## src/rtl/xbar_slave_bridge.sv

```systemverilog
// -----------------------------------------------------------------------------
// xbar_slave_bridge
//
// Registered bridge between one crossbar slave port and the slave device
// behind it. A held crossbar request is captured once, re-issued to the slave
// on dn_*, and the slave's read data comes back to the crossbar as a
// one-cycle up_ack. After the acknowledge, the bridge waits for the crossbar
// to drop its request, so a still-held request is never accepted twice.
//
// Optional feature (compile-time macro BRIDGE_TIMEOUT_EN):
//   defined   - a watchdog ends any access that the slave does not acknowledge
//               within TIMEOUT dn_req-high cycles. The access returns ERR_DATA,
//               timeout pulses for one cycle and err_sticky is set.
//   undefined - there is no counter and ISSUE waits for dn_ack forever.
//               timeout and err_sticky are tied to 0 and err_clr is ignored.
//
// Parameters:
//   ADDR_W   address width
//   DATA_W   data width
//   TIMEOUT  maximum dn_req-high cycles without dn_ack (>= 1)
//   ERR_DATA up_rdata value returned on a timed-out access
//
// Ports:
//   clk        single clock, rising edge
//   aresetn    asynchronous reset, active HIGH (1 = in reset)
//   up_req     crossbar request, held until up_ack
//   up_addr    request address
//   up_cmd     1 = write, 0 = read
//   up_wdata   write data
//   up_ack     one-cycle completion pulse to the crossbar
//   up_rdata   read data, valid while up_ack = 1
//   dn_req     request to the slave
//   dn_addr    registered address, stable while dn_req = 1
//   dn_cmd     registered command, stable while dn_req = 1
//   dn_wdata   registered write data, stable while dn_req = 1
//   dn_ack     slave completion pulse
//   dn_rdata   slave read data, valid with dn_ack
//   timeout    one-cycle pulse when the watchdog fires
//   err_sticky set by timeout, cleared by err_clr (set wins)
//   err_clr    clears err_sticky
// -----------------------------------------------------------------------------
module xbar_slave_bridge #(
  parameter int                ADDR_W   = 32,
  parameter int                DATA_W   = 32,
  parameter int                TIMEOUT  = 255,
  parameter logic [DATA_W-1:0] ERR_DATA = DATA_W'(32'hDEAD_DEAD)
) (
  input  logic              clk,
  input  logic              aresetn,
  input  logic              up_req,
  input  logic [ADDR_W-1:0] up_addr,
  input  logic              up_cmd,
  input  logic [DATA_W-1:0] up_wdata,
  output logic              up_ack,
  output logic [DATA_W-1:0] up_rdata,
  output logic              dn_req,
  output logic [ADDR_W-1:0] dn_addr,
  output logic              dn_cmd,
  output logic [DATA_W-1:0] dn_wdata,
  input  logic              dn_ack,
  input  logic [DATA_W-1:0] dn_rdata,
  output logic              timeout,
  output logic              err_sticky,
  input  logic              err_clr
);

  typedef enum logic [1:0] {IDLE, ISSUE, RESP, DROP} state_t;

  state_t            state_q, state_d;
  logic              up_ack_d;
  logic [DATA_W-1:0] up_rdata_d;
  logic              dn_req_d;
  logic [ADDR_W-1:0] dn_addr_d;
  logic              dn_cmd_d;
  logic [DATA_W-1:0] dn_wdata_d;
  logic              to_fire;    // watchdog expires on the coming edge

`ifdef BRIDGE_TIMEOUT_EN
  localparam int               CNT_W    = $clog2(TIMEOUT + 1);
  localparam logic [CNT_W-1:0] CNT_MAX  = CNT_W'(TIMEOUT);
  localparam logic [CNT_W-1:0] CNT_LAST = CNT_W'(TIMEOUT - 1);

  logic [CNT_W-1:0] cnt_q, cnt_d;

  // The counter holds the number of completed dn_req-high cycles, so it
  // reaches TIMEOUT on the edge that ends the TIMEOUT-th one. A dn_ack on
  // that same edge takes priority and suppresses the timeout.
  assign to_fire = (state_q == ISSUE) && !dn_ack && (cnt_q == CNT_LAST);

  always_comb begin
    cnt_d = cnt_q;
    if (state_q == IDLE && up_req) begin
      cnt_d = '0;
    end else if (state_q == ISSUE && cnt_q != CNT_MAX) begin
      cnt_d = cnt_q + 1'b1;           // saturates, never wraps
    end
  end

  always_ff @(posedge clk or posedge aresetn) begin
    if (aresetn) begin
      cnt_q      <= '0;
      timeout    <= 1'b0;
      err_sticky <= 1'b0;
    end else begin
      cnt_q      <= cnt_d;
      timeout    <= to_fire;
      // Set has priority over a simultaneous clear.
      err_sticky <= to_fire | (err_sticky & ~err_clr);
    end
  end
`else
  logic unused_cfg;

  assign to_fire    = 1'b0;
  assign timeout    = 1'b0;
  assign err_sticky = 1'b0;
  assign unused_cfg = err_clr ^ (^ERR_DATA) ^ (TIMEOUT != 0);
`endif

  // Next-state and next-output logic. Every output is a register, so the
  // values computed here appear on the ports one edge later.
  always_comb begin
    // NOTE: every signal gets a default before the case so no path leaves
    // it unassigned, which would otherwise infer a latch.
    state_d    = state_q;
    up_ack_d   = 1'b0;
    up_rdata_d = up_rdata;
    dn_req_d   = dn_req;
    dn_addr_d  = dn_addr;
    dn_cmd_d   = dn_cmd;
    dn_wdata_d = dn_wdata;

    case (state_q)
      IDLE: begin
        if (up_req) begin
          dn_addr_d  = up_addr;
          dn_cmd_d   = up_cmd;
          dn_wdata_d = up_wdata;
          dn_req_d   = 1'b1;
          state_d    = ISSUE;
        end
      end
      ISSUE: begin
        if (dn_ack) begin
          up_rdata_d = dn_rdata;      // returned for writes as well
          dn_req_d   = 1'b0;
          up_ack_d   = 1'b1;
          state_d    = RESP;
        end else if (to_fire) begin
          up_rdata_d = ERR_DATA;
          dn_req_d   = 1'b0;
          up_ack_d   = 1'b1;
          state_d    = RESP;
        end
      end
      RESP: begin
        state_d = DROP;               // up_ack is high for this one cycle
      end
      DROP: begin
        // The crossbar still holds the finished request; wait for it to go.
        if (!up_req) state_d = IDLE;
      end
      default: begin
        state_d = IDLE;
      end
    endcase
  end

  // NOTE: every register, data path included, has a reset value so an
  // access interrupted by reset leaves no stale request or data behind.
  always_ff @(posedge clk or posedge aresetn) begin
    if (aresetn) begin
      state_q  <= IDLE;
      up_ack   <= 1'b0;
      up_rdata <= '0;
      dn_req   <= 1'b0;
      dn_addr  <= '0;
      dn_cmd   <= 1'b0;
      dn_wdata <= '0;
    end else begin
      // NOTE: non-blocking assignments so all registers update together
      // from the values present before the edge.
      state_q  <= state_d;
      up_ack   <= up_ack_d;
      up_rdata <= up_rdata_d;
      dn_req   <= dn_req_d;
      dn_addr  <= dn_addr_d;
      dn_cmd   <= dn_cmd_d;
      dn_wdata <= dn_wdata_d;
    end
  end

endmodule
```

## config.mk

```make
export PLATFORM = sky130hd
export DESIGN_NAME = xbar_slave_bridge
export DESIGN_NICKNAME = d
export VERILOG_FILES = /design/src/rtl/xbar_slave_bridge.sv
export SDC_FILE = /design/constraint.sdc
export NUM_CORES = 1
export LEC_CHECK = 0
export CAP_MARGIN = 0
export CORE_MARGIN = 1.5
export CORE_UTILIZATION = 35
export DETAILED_ROUTE_END_ITERATION = 10
export GPL_TIMING_DRIVEN = 0
export PLACE_DENSITY = 0.77
export SETUP_SLACK_MARGIN = 0.4
export SYNTH_ARGS = -nofsm -noshare
export SYNTH_HDL_FRONTEND = slang
export SYNTH_SLANG_ARGS = --single-unit
```

## constraint.sdc

```tcl
create_clock -name clk -period 6.05 [get_ports clk]
set_clock_uncertainty 0.05 [all_clocks]
set_input_delay 1.815 -clock clk [delete_from_list [all_inputs] [get_ports clk]]
set_output_delay 1.815 -clock clk [all_outputs]
set_load 0.005 [all_outputs]
```

==> results.ini <==
[floorplanning]
core.rowCount=39
initial_core_util=0.357
die_y_um=111
die_x_um=111
coreArea_mm2=0.0114
die-area_mm2=0.0123
io_pins=203

[setup_path]
max_stage_delay_ns=0.52
cp-start-kind=flip-flop
critPathRequiredTime_ns=4.18
crit_fanout=3
setup.worst_path.class=reg2out
critPathBufInv=1
cpLargestDelayFamily=buffers and inverters
crit_chain=clkdlybuf4s50_1
crit_path_end_kind=primary output
slowest_stage=clkdlybuf4s50_1
arrival_ns=1.23

[timing]
hold_viol=0
tns_ns=0
period_needed_ns=3.10
fmax_mhz=323
period_share=0.512
worst_pin_slew_ns=0.627
maxSlewHeadroom=0.582
slew_viol_final=0
setup_viol=0
rsz0062_at_grt=false

[cts]
clk_pin_slew_ns=0.07
cts_max_level=3
cts_root_buf=clkbuf_16
cts_tree=built
cts_buffers=9
cts_resized=0
cts_setup_buffers=0
clk_latency_ns=0.34
cts_max_path_buffers=2
postCtsHoldBufs=0
cts_sinks=101

[finish]
syn_to_final_growth_pct=61.5
final_cell_mix=clkdlybuf4s50_1, dfrtp_1, mux2_4
seq_area_mm2=0.00253
fillCellCount=946
multi_input_area_mm2=0.00141
final_util=0.577
antennaDiodeCount=0
drive_above_1_share=0.281
final_common_cell=clkdlybuf4s50_1
final_nets=551

[pwr]
p_seq_frac=0.366
p_int_mw=2.44
switchingPower_mw=0.847
power.leakage_nw=2.95
combPwrFrac=0.460
vdd_ir_drop_max_v=0.000299
sw_frac_of_total=0.258
p_per_area_mw_per_mm2=501
power_frac_clock=0.173

[detailed_routing]
drc=0
routed_wl_mm=9.47
vias_per_cell=4.53
drt-initial-drc-count=71
wl_per_cell_um=16.0
dr.pass1.iters=5
vias=2684
ant_nets=0

[global_routing]
grt_remaining_overflow=0
antenna_found_initial=0
grt_pass1_vias=2979
grt_util_all_layers=0.158
grt_pass1_wl_mm=15.1
grt_max_degree=54

[yosys]
ys_seq_elements=101
syn_inst=232
ys_warn_count=0
ys_seq_area_frac=0.622
avgSynthCellArea_um2=17.5
synth_cell_type_count=16
syn_area_mm2=0.00406

[placement]
hpwl_mm=7.09
routabilityCongestion=0.789
portBuffers=199

[job]
maxCapViolCount=0

[status]
status=completed

[hold_path]
hold_class=reg2reg

[cells by family after synthesis]
group                    after synthesis  synth area share
AO/OA/AOI/OAI                          4           0.00677
adder cells (fa/ha/maj)                5            0.0154
buffers and inverters                 18            0.0308
flip-flops                           101             0.622
multiplexers                          99             0.320
other                                  1          0.000923
AND/OR/NAND/NOR                        4           0.00369
[cell usage after synthesis]
library cell / count / area share
a21oi_1: 1 / 0.0012
o221ai_1: 1 / 0.0022
o2bb2ai_1: 1 / 0.0022
buf_6: 6 / 0.017
o21ai_0: 1 / 0.0012
buf_2: 4 / 0.0049
nand2_1: 3 / 0.0028
mux2i_1: 1 / 0.0025
dfrtp_1: 101 / 0.62
inv_1: 6 / 0.0055
conb_1: 1 / 0.00092
mux2_4: 50 / 0.18
ha_1: 5 / 0.015
mux2_2: 48 / 0.13
nor2_1: 1 / 0.00092
buf_4: 2 / 0.0037
[final timing paths]
path | cells after the start | start | endpoint | slack, ns
min in group asynchronous | 2 | aresetn | dn_addr[6] | 1.86
min reg2reg | 1 | up_rdata[22] | up_rdata[22] | 0.46
min | 1 | up_rdata[22] | up_rdata[22] | 0.46
max | 1 | dn_req | dn_req | 2.95
max in group asynchronous | 3 | aresetn | up_rdata[14] | 3.42
max reg2reg | 5 | state_q[1] | up_rdata[8] | 4.32
[power groups by stage]
| stage | Combinational (mW) | Sequential [mW] | Clock [mW] |
|---|---|---|---|
| after floorplan | 0.639 | 1.23 | 0 |
| after global placement | 1.50 | 1.19 | 0 |
| after detailed placement | 1.53 | 1.22 | 0 |
| after CTS | 1.54 | 1.21 | 0.589 |
| after global routing | 1.61 | 1.25 | 0.612 |
| final | 1.51 | 1.21 | 0.570 |
[stage by stage]
| stage | total power [mW] | cells | setup WS [ns] | cell area [um2] | hold slack (ns) |
|---|---|---|---|---|---|
| finish | 3.29 | 592 | 2.95 | 6560 | 0.456 |
| global route | 3.47 | 592 | 2.90 | 6560 | 0.473 |
| CTS | 3.34 | 592 | 2.92 | 6560 | 0.459 |
| detailed placement | 2.75 | 576 | 2.70 | 6270 | 0.442 |
| global placement | 2.69 | 575 | 0.0771 | 6240 | 0.436 |
| floorplan | 1.87 | 233 | 1.54 | 4070 | 0.451 |
[area by class of cell]
cell class              instances  area share
clock inverters                 4     0.00725
plain buffers                  12      0.0156
flip-flops and latches        101       0.385
well taps                     143      0.0273
multi-input cells             114       0.215
inverters                       6     0.00381
clock buffers                  12      0.0376
repair buffers                200       0.308
[sequential cells by signal, summed over array words and instances, names as in the netlist]
| signal | cells |
|---|---|
| up_ack | 1 |
| dn_req | 1 |
| dn_wdata | 32 |
| state_q | 2 |
| up_rdata | 32 |
| dn_cmd | 1 |
| dn_addr | 32 |
[metal layers]
| layer | global-route usage | vias up | share of wire |
|---|---|---|---|
| li1 | - | 1222 | - |
| met1 | 0.176 | 1332 | 0.40 |
| met2 | 0.272 | 112 | 0.52 |
| met3 | 0.0580 | 18 | 0.066 |
| met4 | 0.0632 | 0 | 0.022 |
| met5 | 0 | - | 0 |
No activity file was read; power rests on OpenSTA's default activity.
